`src/rtl/mux_4to1_pkg.sv`:
```
// ----------------------------------------------------------------------------
// mux_4to1_pkg
// Shared constants for the registered 4:1 data selector.
//   SEL_A..SEL_D  : select codes that steer operand a, b, c or d
//   DEFAULT_WIDTH : default operand/result width
// ----------------------------------------------------------------------------
package mux_4to1_pkg;

   localparam logic [1:0] SEL_A = 2'd0;
   localparam logic [1:0] SEL_B = 2'd1;
   localparam logic [1:0] SEL_C = 2'd2;
   localparam logic [1:0] SEL_D = 2'd3;

   localparam int DEFAULT_WIDTH = 4;

endpackage : mux_4to1_pkg

```
`src/rtl/mux_4to1_core.sv`:
```
// ----------------------------------------------------------------------------
// mux_4to1_core
// Purely combinational WIDTH-bit 4:1 selector.
// Ports:
//   a, b, c, d : operand buses (WIDTH bits each)
//   sel        : select code, 00 -> a, 01 -> b, 10 -> c, 11 -> d
//   y          : selected operand (WIDTH bits)
// ----------------------------------------------------------------------------
module mux_4to1_core
   import mux_4to1_pkg::*;
#(
   parameter int WIDTH = DEFAULT_WIDTH
) (
   input  logic [WIDTH-1:0] a,
   input  logic [WIDTH-1:0] b,
   input  logic [WIDTH-1:0] c,
   input  logic [WIDTH-1:0] d,
   input  logic [1:0]       sel,
   output logic [WIDTH-1:0] y
);

   // Full decode of the 2-bit select. The zero default only keeps the block
   // latch-free; every known select value is covered by a case item.
   always_comb begin
      y = '0;
      unique case (sel)
         SEL_A: y = a;
         SEL_B: y = b;
         SEL_C: y = c;
         SEL_D: y = d;
      endcase
   end

endmodule : mux_4to1_core

```
`src/rtl/mux_4to1.sv`:
```
// ----------------------------------------------------------------------------
// mux_4to1
// Registered 4-input WIDTH-bit data selector with a valid qualifier.
// Ports:
//   clk       : system clock, all state updates on the rising edge
//   rst_n     : synchronous active-low reset
//   a,b,c,d   : operand buses (WIDTH bits)
//   sel       : select code for the operand to capture
//   in_valid  : qualifies operands and sel for capture this cycle
//   out       : registered selected operand
//   out_valid : one-cycle pulse per captured selection
//   sel_q     : registered sel value that produced out
// ----------------------------------------------------------------------------
module mux_4to1
   import mux_4to1_pkg::*;
#(
   parameter int WIDTH = DEFAULT_WIDTH
) (
   input  logic             clk,
   input  logic             rst_n,
   input  logic [WIDTH-1:0] a,
   input  logic [WIDTH-1:0] b,
   input  logic [WIDTH-1:0] c,
   input  logic [WIDTH-1:0] d,
   input  logic [1:0]       sel,
   input  logic             in_valid,
   output logic [WIDTH-1:0] out,
   output logic             out_valid,
   output logic [1:0]       sel_q
);

   logic [WIDTH-1:0] selected;

   mux_4to1_core #(
      .WIDTH (WIDTH)
   ) u_core (
      .a   (a),
      .b   (b),
      .c   (c),
      .d   (d),
      .sel (sel),
      .y   (selected)
   );

   // Output stage. Reset wins over in_valid so a selection presented in the
   // reset cycle is dropped. Without in_valid the data and sel registers keep
   // their last captured values while the valid pulse falls back to zero.
   always_ff @(posedge clk) begin
      if (!rst_n) begin
         out       <= '0;
         sel_q     <= SEL_A;
         out_valid <= 1'b0;
      end else if (in_valid) begin
         out       <= selected;
         sel_q     <= sel;
         out_valid <= 1'b1;
      end else begin
         out_valid <= 1'b0;
      end
   end

endmodule : mux_4to1

```
`config.mk`:
```
export PLATFORM = sky130hd
export DESIGN_NAME = mux_4to1
export DESIGN_NICKNAME = d
export VERILOG_FILES = /design/src/rtl/mux_4to1_pkg.sv /design/src/rtl/mux_4to1_core.sv /design/src/rtl/mux_4to1.sv
export SDC_FILE = /design/constraint.sdc
export NUM_CORES = 1
export LEC_CHECK = 0
export ABC_AREA = 1
export BUFFER_PORTS_ARGS = -buffer_cell sky130_fd_sc_hd__buf_2
export CORE_AREA = 2 2 39 41
export CTS_CLUSTER_SIZE = 24
export DETAILED_ROUTE_END_ITERATION = 10
export DIE_AREA = 0 0 41 43
export PLACE_DENSITY = 0.69
export SLEW_MARGIN = 25
export SYNTH_ARGS = -nofsm -noshare
export SYNTH_HDL_FRONTEND = slang
export SYNTH_HIERARCHICAL = 1
export SYNTH_SLANG_ARGS = --single-unit
```
`constraint.sdc`:
```
create_clock -name clk -period 0.8 [get_ports clk]
set_input_delay 0.04 -clock clk [delete_from_list [all_inputs] [get_ports clk]]
set_output_delay 0.04 -clock clk [all_outputs]
set_load 0.005 [all_outputs]
```
==> results of run 1 <==
==> cell usage in the layout, fill, tap and decap left out <==
cell type and count:
buf_2 27, nand2_1 17, nor2_1 12, nand3_1 12, inv_1 7, dfxtp_1 7, nand4_1 4, clkbuf_4 3
inv_2 2, clkbuf_1 1, nor2_4 1
==> through the flow <==
step                 util  power [mW]  worst slack [ps]  cells  instance area, µm²
CTS                 0.405       0.918              61.7    109                 561
global placement    0.386       0.583            -0.530    105                 534
detailed placement  0.386       0.587             -36.4    105                 534
floorplan               -       0.508               176     65                 413
finish              0.405       0.899              69.3    109                 561
global route        0.405       0.968              33.2    109                 561
==> report_power, final <==
| part | total [mW] | internal [mW] | switching [mW] |
|---|---|---|---|
| registers | 0.384 | 0.374 | 0.00961 |
| logic | 0.194 | 0.0907 | 0.103 |
| clock network | 0.321 | 0.190 | 0.130 |
==> sequential cells by signal, indices dropped and copies added (netlist names) <==
signal and cells:
out_valid 1, out 4, sel_q 2
==> cell families (layout without fill, tap and decap cells) <==
logic type,Yosys count,count (layout),share of synthesized area
simple gates,46,46,0.497
flops,7,7,0.339
buf+inv,12,40,0.164
==> worst register-to-register path: stages, from the launching register on <==
cell,delay (ps)
dfxtp_1,300
nor2_1,90
nor2_1,50
==> synthesized netlist by cell type <==
master,n,area [µm²]
nor2_4,1,11.3
nand2_1,17,63.8
nand4_1,4,25.0
inv_2,2,7.51
inv_1,7,26.3
buf_6,3,33.8
dfxtp_1,7,140
nand3_1,12,60.1
nor2_1,12,45.0
==> path summary, 6_finish.rpt <==
kind         slack (ps)  cells past startpoint                    end                   from
min                  80                      3    out[0]$_SDFFE_PN0P_                  rst_n
min reg2reg         470                      2  sel_q[1]$_SDFFE_PN0P_  sel_q[1]$_SDFFE_PN0P_
max reg2reg         250                      2    out[0]$_SDFFE_PN0P_    out[0]$_SDFFE_PN0P_
max                  70                      1                 out[3]    out[3]$_SDFFE_PN0P_
==> final cells by class <==
class	count	area share
Sequential cell	7	0.250
Inverter	9	0.0603
Clock buffer	4	0.0469
Multi-Input combinational cell	46	0.366
Tap cell	16	0.0357
Timing Repair Buffer	27	0.241
==> layer usage <==
| metal | routed length, µm | share of wire | track usage |
|---|---|---|---|
| met5 | 0 | 0 | 0 |
| met1 | 503 | 0.49 | 0.188 |
| met4 | 0 | 0 | 0.0400 |
| met2 | 448 | 0.43 | 0.156 |
| met3 | 80 | 0.078 | 0.0681 |
==> summary.md, run 1 <==
| Metric | Value |
|---|---|
| Syn Area/Cell | `6.35 µm²` |
| Setup tns final | `0 ps` |
| Worst hold slack | `76.3 ps` |
| Synth Instances | `65` |
| TritonCTS Buffers | `3` |
| WP data arrival | `690 ps` |
| Worst slew pin tran | `229 ps` |
| TritonRoute pass-1 iters | `3` |
| Final routed DRC violation total | `0` |
| Critical-path cell list | `buf_2` |
| Leakage power | `0.325 nW` |
| Worst-Skew Late Latency | `250 ps` |
| Peak supply drop | `0.000974 V` |
| Buffers & Inverters on Critical Path | `1` |
| Final Skew | `0 ps` |
| Final-stage net count | `115` |
| PostCTS Resize Cnt | `0` |
| Synthesis Warnings | `6` |
| Maximum clock insertion buffer count | `2` |
| Starting DRT DRC Count | `12` |
| Delay-heaviest family, CP | `flip-flops` |
| PortBufs | `27` |
| # rows | `14` |
| Startpoint class of the critical path | `flop` |
| HP Class | `input pin to flop` |
| Layout area overhead | `35.8%` |
| First-pass GRT wire length | `1.52 mm` |
| Seq/Total Area, Yosys | `0.339` |
| Vias per cell | `4.39` |
| Unrepaired setup endpoints after global routing | `false` |
| Final period util | `0.913` |
| Setup crit end kind | `output port` |
| TritonCTS clock tree | `yes` |
| N_diodes | `0` |
| Root Buffer Master | `clkbuf_4` |
| Die area | `1760 µm²` |
| Fillers | `156` |
| Syn Nets | `86` |
| Post-layout minimum cycle time | `731 ps` |
| Worst-path clk slew | `50 ps` |
| Largest net degree at the start of global routing | `14` |
| Die Span Y | `43 µm` |
| Worst stage delay on the critical path | `330 ps` |
| Post-CTS setup buffer count | `0` |
| Routed len/inst | `9.47 µm` |
| CORE AREA | `1380 µm²` |
| Power Dens Cells | `1600 nW/µm²` |
| DRT Wirelength | `1.03 mm` |
| Setup-failing EPs final | `0` |
| Final ANT Viol Nets | `0` |
| Status | `finished, final reports clean` |
| CTS H-Tree Depth | `1` |
| Register area | `140 µm²` |
| Crit-path slowest cell | `dfxtp_1` |
| Max-cap violations | `0` |
| Final hold violation count | `0` |
| HPWL Detailed | `787 µm` |
| Cell Area, Synth | `413 µm²` |
| Share of layout cells above drive strength 1 | `0.355` |
| I/O Pins | `28` |
| Peak Freq | `1370 MHz` |
| Hold_buf cts | `0` |
| Total grt overflow | `0` |
| Multi-input gate area | `205 µm²` |
| Crit-path max FO | `2` |
| GPL Wtd Cong | `0.792` |
| Cell variety after synth | `9` |
| WS Path Type | `flop to output port` |
| Initial cell density of the core | `0.298` |
| Vias in the first global route | `368` |
| Critical Path RT | `760 ps` |
| Die X-Extent | `41 µm` |
| Yosys reg bits | `7` |
| Vias | `478` |
| Max_slew headroom | `0.847` |
| Num Clock Sinks | `7` |
| Global Route Usage Sum | `0.128` |
| Initial antenna violation count | `0` |
| Slew Viols, Final | `0` |
Note: power is estimated with default switching activity, not from simulation.
==> inputs of run 2 (changes only) <==
--- a/config.mk
+++ b/config.mk
@@ -5,13 +5,12 @@
 export SDC_FILE = /design/constraint.sdc
 export NUM_CORES = 1
 export LEC_CHECK = 0
-export ABC_AREA = 1
 export BUFFER_PORTS_ARGS = -buffer_cell sky130_fd_sc_hd__buf_2
 export CORE_AREA = 2 2 39 41
 export CTS_CLUSTER_SIZE = 24
 export DETAILED_ROUTE_END_ITERATION = 10
 export DIE_AREA = 0 0 41 43
-export PLACE_DENSITY = 0.69
+export PLACE_DENSITY = 0.65
 export SLEW_MARGIN = 25
 export SYNTH_ARGS = -nofsm -noshare
 export SYNTH_HDL_FRONTEND = slang
==> run 2 against run 1 <==
Net effect:
- sequential cell count is the same
- clock power shrank 3%
- wire length shrank 26%
- via count shrank 35%
- setup slack lost 25 ps
- sequential power is essentially flat
- largest cell class unchanged
- largest power group unchanged
==> summary.md, run 2 <==
| Metric | Value |
|---|---|
| Startpoint class of the critical path | `input pin` |
| Leading cell type in the layout, fill and taps excluded | `buf_2` |
| Ys flop type | `dfxtp_1` |
| Die Span Y | `43 µm` |
| Vias in the first global route | `278` |
| Initial cell density of the core | `0.261` |
| Reg power frac | `0.444` |
| Most flops, register | `out` |
| Final hold violation count | `0` |
| Mux cell area share after synthesis | `0.457` |
| Met1 GRT Util | `0.0993` |
| Cell Area, Synth | `362 µm²` |
| Cell-internal power | `672 µW` |
| Most common cell in the netlist | `dfxtp_1` |
| Worst-path clk slew | `50 ps` |
| Clock power share | `0.361` |
| I/O Pins | `28` |
| First-pass GRT wire length | `1.15 mm` |
| TritonCTS clock tree | `yes` |
| Final period util | `0.944` |
| PortBufs | `27` |
| Reg2Reg Depth | `2` |
| WS Path Type | `input pin to flop` |
| Initial antenna violation count | `0` |
| Comb pwr share | `0.194` |
| TritonCTS Buffers | `3` |
| Cell variety after synth | `6` |
| CORE AREA | `1380 µm²` |
| Net Sw Frac | `0.221` |
| Worst-Skew Late Latency | `240 ps` |
| FFs w/ async S/R, synth | `0` |
| HP Class | `input pin to flop` |
| WP data arrival | `890 ps` |
| Root Buffer Master | `clkbuf_4` |
| Gr busiest metal | `met2` |
| Setup crit end kind | `flop` |
| Final-stage net count | `77` |
| Final instance area | `519 µm²` |
| M3 GR Usage | `0.0785` |
| Adder-Cell Fraction of Synth Area | `0` |
| DRT Wirelength | `766 µm` |
| Yosys reg bits | `7` |
| Synth area leader | `dfxtp_1` |
| Die area | `1760 µm²` |
| Syn Nets | `46` |
| Register area | `140 µm²` |
| Worst slew pin tran | `184 ps` |
| Synth Area in Compound Gates | `0` |
| N_diodes | `0` |
| Net switching power | `191 µW` |
| Hold path depth | `2` |
| Multi-input gate area | `195 µm²` |
| Synth Instances | `25` |
| Peak Freq | `1320 MHz` |
| Power Dens Cells | `1660 nW/µm²` |
| Synth Area in Simple Gates | `0.125` |
| Routed len/inst | `10.8 µm` |
| Largest net degree at the start of global routing | `8` |
| Post-layout minimum cycle time | `755 ps` |
| Starting DRT DRC Count | `0` |
| Global Route Usage Sum | `0.107` |
| HPWL Detailed | `639 µm` |
| Leakage power | `0.262 nW` |
| Maximum clock insertion buffer count | `2` |
| Total grt overflow | `0` |
| Fillers | `144` |
| Post-Place Cell Area | `490 µm²` |
| Layout Utilization | `0.375` |
| Final Skew | `0 ps` |
| Slew Viols, Final | `0` |
| Vias per cell | `4.37` |
| Largest family of logic cells by synthesized area | `multiplexers` |
| Peak supply drop | `0.000863 V` |
| Synthesis Warnings | `6` |
| Status | `finished, final reports clean` |
| Die X-Extent | `41 µm` |
| GPL Wtd Cong | `0.589` |
| CTS H-Tree Depth | `1` |
| Most frequent cells in the layout | `26 x buf_2, 7 x dfxtp_1, 6 x mux2i_1, 6 x nor2b_1, 4 x mux4_2` |
| Hold_buf cts | `0` |
| Crit-path max FO | `5` |
| Largest cells by area after synthesis | `dfxtp_1 39%, mux4_1 29%, mux2i_1 17%` |
| # rows | `14` |
| Vias | `310` |
| Top cells by count, synth | `7 x dfxtp_1, 6 x mux2i_1, 6 x nor2b_1, 4 x mux4_1` |
| Final ANT Viol Nets | `0` |
| Unrepaired setup endpoints after global routing | `false` |
| XOR/XNOR Fraction of Synth Area | `0` |
| Seq/Total Area, Yosys | `0.388` |
| Syn Area/Cell | `14.5 µm²` |
| Max-cap violations | `0` |
| EDFF count, synth | `0` |
| Grt met2 use | `0.153` |
| Share of layout cells above drive strength 1 | `0.636` |
| Regs by FF count | `out: 4 flops, sel_q: 2 flops, out_valid: 1 flops` |
| Top-area cell type share of the netlist area | `0.388` |
| Max_slew headroom | `0.877` |
| Layout area overhead | `43.6%` |
| TritonRoute pass-1 iters | `1` |
| Number of flip-flops in the largest register | `4` |
| Setup-failing EPs final | `0` |
| Critical Path RT | `940 ps` |
| Num Clock Sinks | `7` |
| Final routed DRC violation total | `0` |
[run 2: changes by cell type in the layout (fill, tap and decap cells not counted), moves of 2 or more]
cell	previous run	this run
mux4_2	0	4
inv_1	7	0
inv_2	2	0
nor2b_1	0	6
nand2_1	17	0
nand3_1	12	0
mux2i_1	0	6
nor2_1	12	0
nand4_1	4	0
[run 2: power groups by stage]
| stage | clock network [mW] | registers, mW | logic, mW |
|---|---|---|---|
| floorplan | 0 | 0.394 | 0.0837 |
| global placement | 0 | 0.391 | 0.167 |
| detailed placement | 0 | 0.391 | 0.169 |
| CTS | 0.332 | 0.384 | 0.171 |
| global route | 0.351 | 0.385 | 0.186 |
| finish | 0.312 | 0.384 | 0.168 |
[run 2: worst paths after layout]
check | slack (ps) | end | from
setup / recovery | 40 | out[0]$_SDFFE_PN0P_ | sel[0]
setup reg to reg | 190 | out[0]$_SDFFE_PN0P_ | out[0]$_SDFFE_PN0P_
hold / removal | 80 | sel_q[1]$_SDFFE_PN0P_ | rst_n
hold reg to reg | 510 | out[1]$_SDFFE_PN0P_ | out[1]$_SDFFE_PN0P_
[run 2: what timing repair did]
item / 4_1_cts / 5_1_grt
setup endpoints to repair: 1 / 0
gates resized for setup: 1 / 0
buffers inserted: 0 / 0
[run 2: per-layer routing]
| metal | wire, µm | vias to the layer above |
|---|---|---|
| met4 | 9 | 0 |
| met1 | 268 | 144 |
| met5 | 0 | - |
| li1 | - | 152 |
| met2 | 421 | 12 |
| met3 | 66 | 2 |
[run 2: final cells by class]
| cell class | count | area share |
|---|---|---|
| Multi-Input combinational cell | 17 | 0.376 |
| Timing Repair Buffer | 27 | 0.265 |
| Clock buffer | 4 | 0.0506 |
| Tap cell | 16 | 0.0386 |
| Sequential cell | 7 | 0.270 |
[run 2: logic make-up after synthesis]
| logic type | count (synthesis) |
|---|---|
| mux | 10 |
| buf+inv | 1 |
| simple gates | 7 |
| flops | 7 |
[run 2: critical path: stages]
cell	delay [ps]
buf_4	130
mux4_2	500
mux2i_1	160
nor2b_1	60
[run 2: stage by stage]
| stage | power, mW | setup WS (ps) | hold slack (ps) | cells | TNS [ps] |
|---|---|---|---|---|---|
| floorplan | 0.477 | 5.18 | 168 | 25 | 0 |
| global placement | 0.558 | -244 | 333 | 67 | -936 |
| detailed placement | 0.561 | -281 | 334 | 67 | -1010 |
| CTS | 0.887 | 38.0 | 74.7 | 71 | 0 |
| global route | 0.922 | 6.14 | 84.5 | 71 | 0 |
| finish | 0.863 | 44.7 | 79.0 | 71 | 0 |
